===== src/rtl/proc_pkg.sv =====
// Shared constants and types for the proc control unit: instruction format,
// opcode encodings and the four time steps.
package proc_pkg;

  localparam int IRW  = 9;
  localparam int NREG = 8;

  localparam logic [2:0] OP_MV   = 3'b000;
  localparam logic [2:0] OP_MVI  = 3'b001;
  localparam logic [2:0] OP_ADD  = 3'b010;
  localparam logic [2:0] OP_SUB  = 3'b011;
  localparam logic [2:0] OP_MVNZ = 3'b100;

  typedef enum logic [1:0] {
    T0 = 2'd0,
    T1 = 2'd1,
    T2 = 2'd2,
    T3 = 2'd3
  } tstep_e;

endpackage


===== src/rtl/dec3to8.sv =====
// 3-to-8 one-hot decoder with enable; used for the register in/out selects.
module dec3to8 (
  input  logic [2:0] w_i,
  input  logic       en_i,
  output logic [7:0] y_o
);

  assign y_o = en_i ? (8'b0000_0001 << w_i) : 8'b0000_0000;

endmodule


===== src/rtl/proc_control.sv =====
// Control sequencer for the bus-based proc: a 2-bit time-step counter plus a
// combinational decode of (step, IR, Run, G_nz) into datapath enables.
module proc_control
  import proc_pkg::*;
#(
  parameter int NREG = proc_pkg::NREG,
  parameter int IRW  = proc_pkg::IRW
) (
  input  logic            Clock,
  input  logic            Resetn,
  input  logic            Run,
  input  logic [IRW-1:0]  IR,
  input  logic            G_nz,
  output logic            IRin,
  output logic [NREG-1:0] Rin,
  output logic [NREG-1:0] Rout,
  output logic            DINout,
  output logic            Gout,
  output logic            Ain,
  output logic            Gin,
  output logic            AddSub,
  output logic            Done,
  output logic [1:0]      step
);

  tstep_e tstep_q, tstep_d;

  logic [2:0] opcode, rx, ry;
  logic [2:0] rout_sel;
  logic       rin_en, rout_en;
  logic       irin_c, dinout_c, gout_c, ain_c, gin_c, addsub_c, done_c;
  logic [7:0] rin_oh, rout_oh;

  assign opcode = IR[8:6];
  assign rx     = IR[5:3];
  assign ry     = IR[2:0];

  always_ff @(posedge Clock or negedge Resetn) begin
    if (!Resetn) tstep_q <= T0;
    else         tstep_q <= tstep_d;
  end

  always_comb begin
    tstep_d  = tstep_q;
    irin_c   = 1'b0;
    rin_en   = 1'b0;
    rout_en  = 1'b0;
    rout_sel = ry;
    dinout_c = 1'b0;
    gout_c   = 1'b0;
    ain_c    = 1'b0;
    gin_c    = 1'b0;
    addsub_c = 1'b0;
    done_c   = 1'b0;
    unique case (tstep_q)
      T0: begin
        if (Run) begin
          irin_c  = 1'b1;
          tstep_d = T1;
        end
      end
      T1: begin
        tstep_d = T0;
        unique case (opcode)
          OP_MV: begin
            rout_en = 1'b1;
            rin_en  = 1'b1;
            done_c  = 1'b1;
          end
          OP_MVI: begin
            dinout_c = 1'b1;
            rin_en   = 1'b1;
            done_c   = 1'b1;
          end
          OP_ADD, OP_SUB: begin
            rout_sel = rx;
            rout_en  = 1'b1;
            ain_c    = 1'b1;
            tstep_d  = T2;
          end
          OP_MVNZ: begin
            rout_en = G_nz;
            rin_en  = G_nz;
            done_c  = 1'b1;
          end
          default: done_c = 1'b1;
        endcase
      end
      T2: begin
        rout_en  = 1'b1;
        gin_c    = 1'b1;
        addsub_c = (opcode == OP_SUB);
        tstep_d  = T3;
      end
      T3: begin
        gout_c  = 1'b1;
        rin_en  = 1'b1;
        done_c  = 1'b1;
        tstep_d = T0;
      end
      default: tstep_d = T0;
    endcase
  end

  // Decoder enables and all strobes are qualified by Resetn so every output
  // reads 0 while reset is held, even though T0 with Run=1 would assert IRin.
  dec3to8 u_dec_rin (
    .w_i  (rx),
    .en_i (rin_en & Resetn),
    .y_o  (rin_oh)
  );

  dec3to8 u_dec_rout (
    .w_i  (rout_sel),
    .en_i (rout_en & Resetn),
    .y_o  (rout_oh)
  );

  assign Rin    = rin_oh;
  assign Rout   = rout_oh;
  assign IRin   = irin_c   & Resetn;
  assign DINout = dinout_c & Resetn;
  assign Gout   = gout_c   & Resetn;
  assign Ain    = ain_c    & Resetn;
  assign Gin    = gin_c    & Resetn;
  assign AddSub = addsub_c & Resetn;
  assign Done   = done_c   & Resetn;
  assign step   = tstep_q;

`ifndef SYNTHESIS
  bus_excl_a : assert property (@(posedge Clock) $onehot0({Rout, Gout, DINout}));
`endif

endmodule


===== config.mk =====
export PLATFORM = sky130hd
export DESIGN_NAME = proc_control
export DESIGN_NICKNAME = d
export VERILOG_FILES = /design/src/rtl/proc_pkg.sv /design/src/rtl/dec3to8.sv /design/src/rtl/proc_control.sv
export SDC_FILE = /design/constraint.sdc
export NUM_CORES = 1
export LEC_CHECK = 0
export ABC_AREA = 1
export ABC_CLOCK_PERIOD_IN_PS = 3100
export CORE_UTILIZATION = 39
export CTS_CLUSTER_DIAMETER = 40
export DETAILED_ROUTE_END_ITERATION = 8
export PLACE_DENSITY = 0.85
export SYNTH_ARGS = -nofsm -noshare
export SYNTH_HDL_FRONTEND = slang
export SYNTH_SLANG_ARGS = --single-unit

===== constraint.sdc =====
create_clock -name Clock -period 3.1 [get_ports Clock]
set_input_delay 0.62 -clock Clock [delete_from_list [all_inputs] [get_ports Clock]]
set_output_delay 0.62 -clock Clock [all_outputs]
set_load 0.02 [all_outputs]

==> results of run 1 <==
## area by class of cell
type	instances	area, um2	area share, %
sequential	2	50.05	4.884
inverter	18	67.56	6.593
tap	15	18.77	1.832
clock buffer	3	22.52	2.198
timing repair buffer	39	397.9	38.83
multi-input combinational	84	467.9	45.67
## cells in the mapped netlist
master | count | area [um2]
a21boi_1 | 1 | 7.510
a21oi_1 | 9 | 45.04
a31oi_1 | 1 | 6.260
buf_4 | 2 | 15.01
dfrtp_1 | 2 | 50.05
ha_1 | 5 | 62.56
inv_1 | 16 | 60.06
inv_2 | 2 | 7.510
nand2_1 | 18 | 67.56
nand2_2 | 12 | 75.07
nand2_4 | 1 | 11.26
nand3_1 | 10 | 50.05
nand3_4 | 1 | 17.52
nand4_1 | 4 | 25.02
nor2_1 | 13 | 48.80
nor2_2 | 1 | 6.260
nor3_1 | 1 | 5.000
nor4_1 | 2 | 12.51
o21ai_0 | 4 | 20.02
o21ai_1 | 1 | 5.000
## cell families after synthesis
kind of cell    share of synthesized area, %
compound gates                         14.02
fa+ha+maj                              10.46
simple gates                           53.35
buf+inv                                13.81
flops                                  8.369
## stage by stage
step | area (um2) | cells | hold WS (ns)
global placement | 987.2 | 158 | 0.5814
finish | 1025 | 161 | 0.5813
floorplan | 598.1 | 106 | 0.3244
CTS | 1010 | 161 | 0.5864
detailed placement | 987.2 | 158 | 0.5723
global route | 1025 | 161 | 0.6102
## placed cells by master, fill, tap and decap left out
cell	instances
clkdlybuf4s50_1	32
nand2_1	18
inv_1	16
nor2_1	13
nand2_2	12
nand3_1	10
a21oi_1	9
dlymetal6s2s_1	5
o21ai_0	4
nand4_1	4
ha_1	4
clkbuf_4	3
inv_2	2
nor4_1	2
dfrtp_1	2
buf_4	2
a21boi_1	1
o21ai_1	1
nor2_2	1
nand3_4	1
nand2_4	1
nor3_1	1
a31oi_1	1
ha_2	1
## path summary, 6_finish.rpt
kind                                startpoint                    endpoint  slack (ns)  cells past startpoint
min in group asynchronous               Resetn         step[0]$_DFFE_PN0P_        0.71                      2
max in group asynchronous               Resetn  asynchronous set/reset pin        2.29                      2
hold reg to reg            step[0]$_DFFE_PN0P_                        flop        0.58                      1
setup / recovery                         IR[7]                     Rout[3]        0.11                      8
hold / removal             step[0]$_DFFE_PN0P_                        flop        0.58                      1
setup reg to reg                          flop                        flop        1.83                      4
## routing by layer
layer	GRT usage (%)	part of all wire [%]	vias up
met4	9.677	0	0
met2	43.75	53	33
met3	3.261	6.0	0
li1	-	-	423
met1	23.30	41	350
met5	0	0	-
## power by group
group	internal (mW)	leakage [nW]	switching (mW)
logic	0.150	0.494	0.213
registers	0.0404	0.0240	0.0199
clock network	0.0428	0.0138	0.0159
## repair_timing
action,CTS,global route
endpoints found under the hold margin,0,0
endpoints found under the setup margin,0,16
resized for setup,0,6
==> reports/results.ini, run 1 <==
[outcome]
status=completed

[clocking]
clk_latency_ns=0.23
holdBufCountCts=0
clk_pin_slew_ns=0.03
root_buffer=clkbuf_4
clockBufferDepth=2
clock_sinks=2
postCtsSetupRepairBufs=0
cts_max_level=1
cts_buffers=3
cts_tree=yes

[timing]
slew_headroom_pct=79.04
drv_slew=0
finalCritPeriodShare_pct=96.50
hold_viol=0
clock_skew_ns=0.0008517
min_period_ns=2.991
finalSetupViolCount=0
setup_tns_ns=0
fmax_mhz=334.3
fin_ws_ns=0.1085
worst_pin_slew_ns=0.3136
rsz0062_at_grt=false

[job]
maxCapViolations=0

[power]
p_leak_nw=0.5315
worst_ir_drop_vdd_mv=0.3995
power_uw=482.0
power_density_nw_per_um2=470.3

[critical_path]
critPathKind=in2out
path_buf_inv=3
crit_slowest_cell=clkdlybuf4s50_1
cp_cell_sequence=clkdlybuf4s50_1 -> buf_4 -> nand3_4 -> nand2_2 -> nand2_2 -> nand3_1 -> nor2_1 -> clkdlybuf4s50_1
required_ns=2.48
slowest_delay_ns=0.61
worstPathArrival_ns=2.37
cp_max_fo=7
crit_family=buffers and inverters
worst_setup_path_end_kind=primary output
startpoint_type=input pin

[synth]
synth_area_um2=598.1
ys_seq_elements=2
synth-warning-count=0
netlist_instances=106
synth_fp_nets=124
avgSynthCellArea_um2=5.642
yosysUniqueCellTypes=20
ys_seq_area_share_pct=8.368

[floorplan]
die_w_um=41.16
io_pins=38
initial_core_util_pct=43.77
dieHeight_um=41.16
row_count=13
core_area_um2=1366
die_area_um2=1694

[routing]
wl_um=1706
num_vias=806
avgRoutedWirePerCell_um=10.60
drtPass1Iterations=4
viasPerCell=5.006
ant_nets=0
drt_first_iter_violations=13
drcViolationCount=0

[final_layout]
antennaDiodeCount=0
layout.nets=166
drive_above_1_share_pct=15.75
nFillCells=108
post-route-util_pct=75.00
syn_to_final_growth_pct=71.34

[global_routing]
grt_max_degree=11
grt_pass1_wl_um=2518
grt_util_all_layers_pct=22.52
antenna_found_initial=0
grt_overflow_total=0
grt_pass1_vias=667

[placed_design]
gp_congestion=0.8379
port_buffers=37
dp_slack_ns=0.06930
place_hpwl_um=1422

[min_path]
hp-class=reg2reg

(Power assumes the default switching activity.)
==> inputs of run 2 (changes only) <==
--- a/config.mk
+++ b/config.mk
@@ -8,9 +8,10 @@
 export ABC_AREA = 1
 export ABC_CLOCK_PERIOD_IN_PS = 3100
 export CORE_UTILIZATION = 39
-export CTS_CLUSTER_DIAMETER = 40
+export CTS_CLUSTER_DIAMETER = 100
 export DETAILED_ROUTE_END_ITERATION = 8
 export PLACE_DENSITY = 0.85
+export SETUP_SLACK_MARGIN = 0.2
 export SYNTH_ARGS = -nofsm -noshare
 export SYNTH_HDL_FRONTEND = slang
 export SYNTH_SLANG_ARGS = --single-unit
==> reports/results.ini, run 2 (synthesis gave the netlist of run 1 again) <==
[outcome]
status=completed

[timing]
slew_headroom_pct=79.40  ; +0.36 points
worst_pin_slew_ns=0.3083  ; -0.005322 ns
clock_skew_ns=0.0008517  ; unchanged
finalCritPeriodShare_pct=89.68  ; -6.8 points
rsz0062_at_grt=false
hold_viol=0  ; unchanged
drv_slew=0  ; unchanged
fmax_mhz=359.7  ; +7.6%
setup_tns_ns=0  ; unchanged
finalSetupViolCount=0  ; unchanged
min_period_ns=2.780  ; -0.2114 ns
timing.hold.ws_ns=0.5806  ; -0.0006500 ns

[final_layout]
layout.nets=166  ; unchanged
layout_commonest_cell=clkdlybuf4s50_1
final_cell_mix=19 x clkdlybuf4s50_1, 18 x nand2_1, 16 x inv_1, 16 x dlygate4sd2_1, 13 x nor2_1
nFillCells=121  ; +12%
syn_to_final_growth_pct=66.74
antennaDiodeCount=0  ; unchanged
drive_above_1_share_pct=15.75  ; unchanged

[placed_design]
place_hpwl_um=1422  ; unchanged
gp_congestion=0.8379  ; unchanged
port_buffers=37  ; unchanged

[clocking]
clock_sinks=2  ; unchanged
clockBufferDepth=2  ; unchanged
cts_tree=yes
root_buffer=clkbuf_4
cts_max_level=1  ; unchanged
clk_latency_ns=0.23  ; about the same
clk_pin_slew_ns=0.03  ; about the same
cts_buffers=3  ; unchanged
holdBufCountCts=0  ; unchanged

[critical_path]
cp_max_fo=10  ; +3
slowest_delay_ns=0.60  ; about the same
critPathMostFrequentCell=clkdlybuf4s50_1
crit_slowest_cell=clkdlybuf4s50_1
cp_cell_sequence=clkdlybuf4s50_1 -> buf_4 -> nand2_1 -> inv_1 -> clkdlybuf4s50_1
worst_setup_path_end_kind=primary output
worst-r2r-cell-count=4  ; unchanged
critPathKind=in2out
r2r_setup_slack_ns=1.84  ; about the same
required_ns=2.48  ; about the same
startpoint_type=input pin
critPathLaunch=Resetn
worstPathArrival_ns=2.16  ; -0.21 ns
crit_end=Gout

[global_routing]
grtUsageMet2_pct=43.36  ; -0.39 points
gr-usage-met1_pct=23.30  ; unchanged
grt_max_degree=11  ; unchanged
met3_usage_pct=3.261  ; unchanged
grt_util_all_layers_pct=22.41  ; -0.11 points
grt_pass1_wl_um=2504  ; -0.56%
antenna_found_initial=0  ; unchanged
grt_overflow_total=0  ; unchanged
grt_pass1_vias=665  ; -0.30%
grt.busiest_layer=met2

[power]
power_density_nw_per_um2=475.6  ; +1.1%
p_leak_nw=0.5551  ; +4.5%
worst_ir_drop_vdd_mv=0.3983  ; -0.29%

[routing]
num_vias=794  ; -1.5%
viasPerCell=4.932  ; -1.5%
ant_nets=0  ; unchanged
wl_um=1703  ; -0.18%
drcViolationCount=0  ; unchanged
drt_first_iter_violations=14  ; +1
avgRoutedWirePerCell_um=10.58  ; -0.18%
drtPass1Iterations=4  ; unchanged

[floorplan]
initial_core_util_pct=43.77  ; unchanged
core_area_um2=1366  ; unchanged
dieHeight_um=41.16  ; unchanged
row_count=13  ; unchanged
die_w_um=41.16  ; unchanged
die_area_um2=1694  ; unchanged
io_pins=38  ; unchanged

[min_path]
worstHoldStart=step[0]$_DFFE_PN0P_
hp-class=reg2reg

[job]
maxCapViolations=0  ; unchanged

==> run 2: what timing repair did <==
item,4_1_cts,5_1_grt
resized for setup,17,2
setup endpoints to repair,16,2
endpoints found under the hold margin,0,0
buffers inserted,0,0
==> run 2: worst min-delay path by stage <==
stage / cells after the start / endpoint
detailed placement: 1 / flop
finish: 1 / flop
CTS: 1 / flop
floorplan: 0 / asynchronous set/reset pin
global placement: 1 / flop
global route: 1 / flop
==> run 2: routing by layer <==
layer	vias to the layer above	share of wire, %
met2	25	53
met5	-	0
met4	0	0
met1	346	41
li1	423	-
met3	0	5.2
==> run 2: report_power, final <==
group / leakage [nW] / total, mW / switching (mW) / internal, mW
Clock: 0.0138 / 0.0587 / 0.0159 / 0.0428
Combinational: 0.517 / 0.355 / 0.212 / 0.143
Sequential: 0.0240 / 0.0603 / 0.0199 / 0.0404
==> run 2: critical path, delay by kind of cell <==
kind,cells,cell delay [ns]
buf+inv,4,1.34
simple gates,1,0.20
==> run 2: per-stage QoR <==
stage	total power [mW]	worst slack, ns	util, %	instance area (um2)	instances
3_5_place_dp	0.4207	0.06930	72.25	987.2	158
6_report	0.4742	0.3199	72.99	997.2	161
2_1_floorplan	0.2914	0.8765	-	598.1	106
3_3_place_gp	0.4117	0.08655	72.25	987.2	158
4_1_cts	0.4821	0.1113	72.62	992.2	161
5_1_grt	0.5235	0.2069	72.99	997.2	161
==> run 2: area by class of cell <==
cell class	count	area, um2	area share [%]
Clock buffer	3	22.52	2.258
Inverter	18	67.56	6.775
Multi-Input combinational cell	84	467.9	46.93
Sequential cell	2	50.05	5.019
Tap cell	15	18.77	1.882
Timing Repair Buffer	39	370.4	37.14
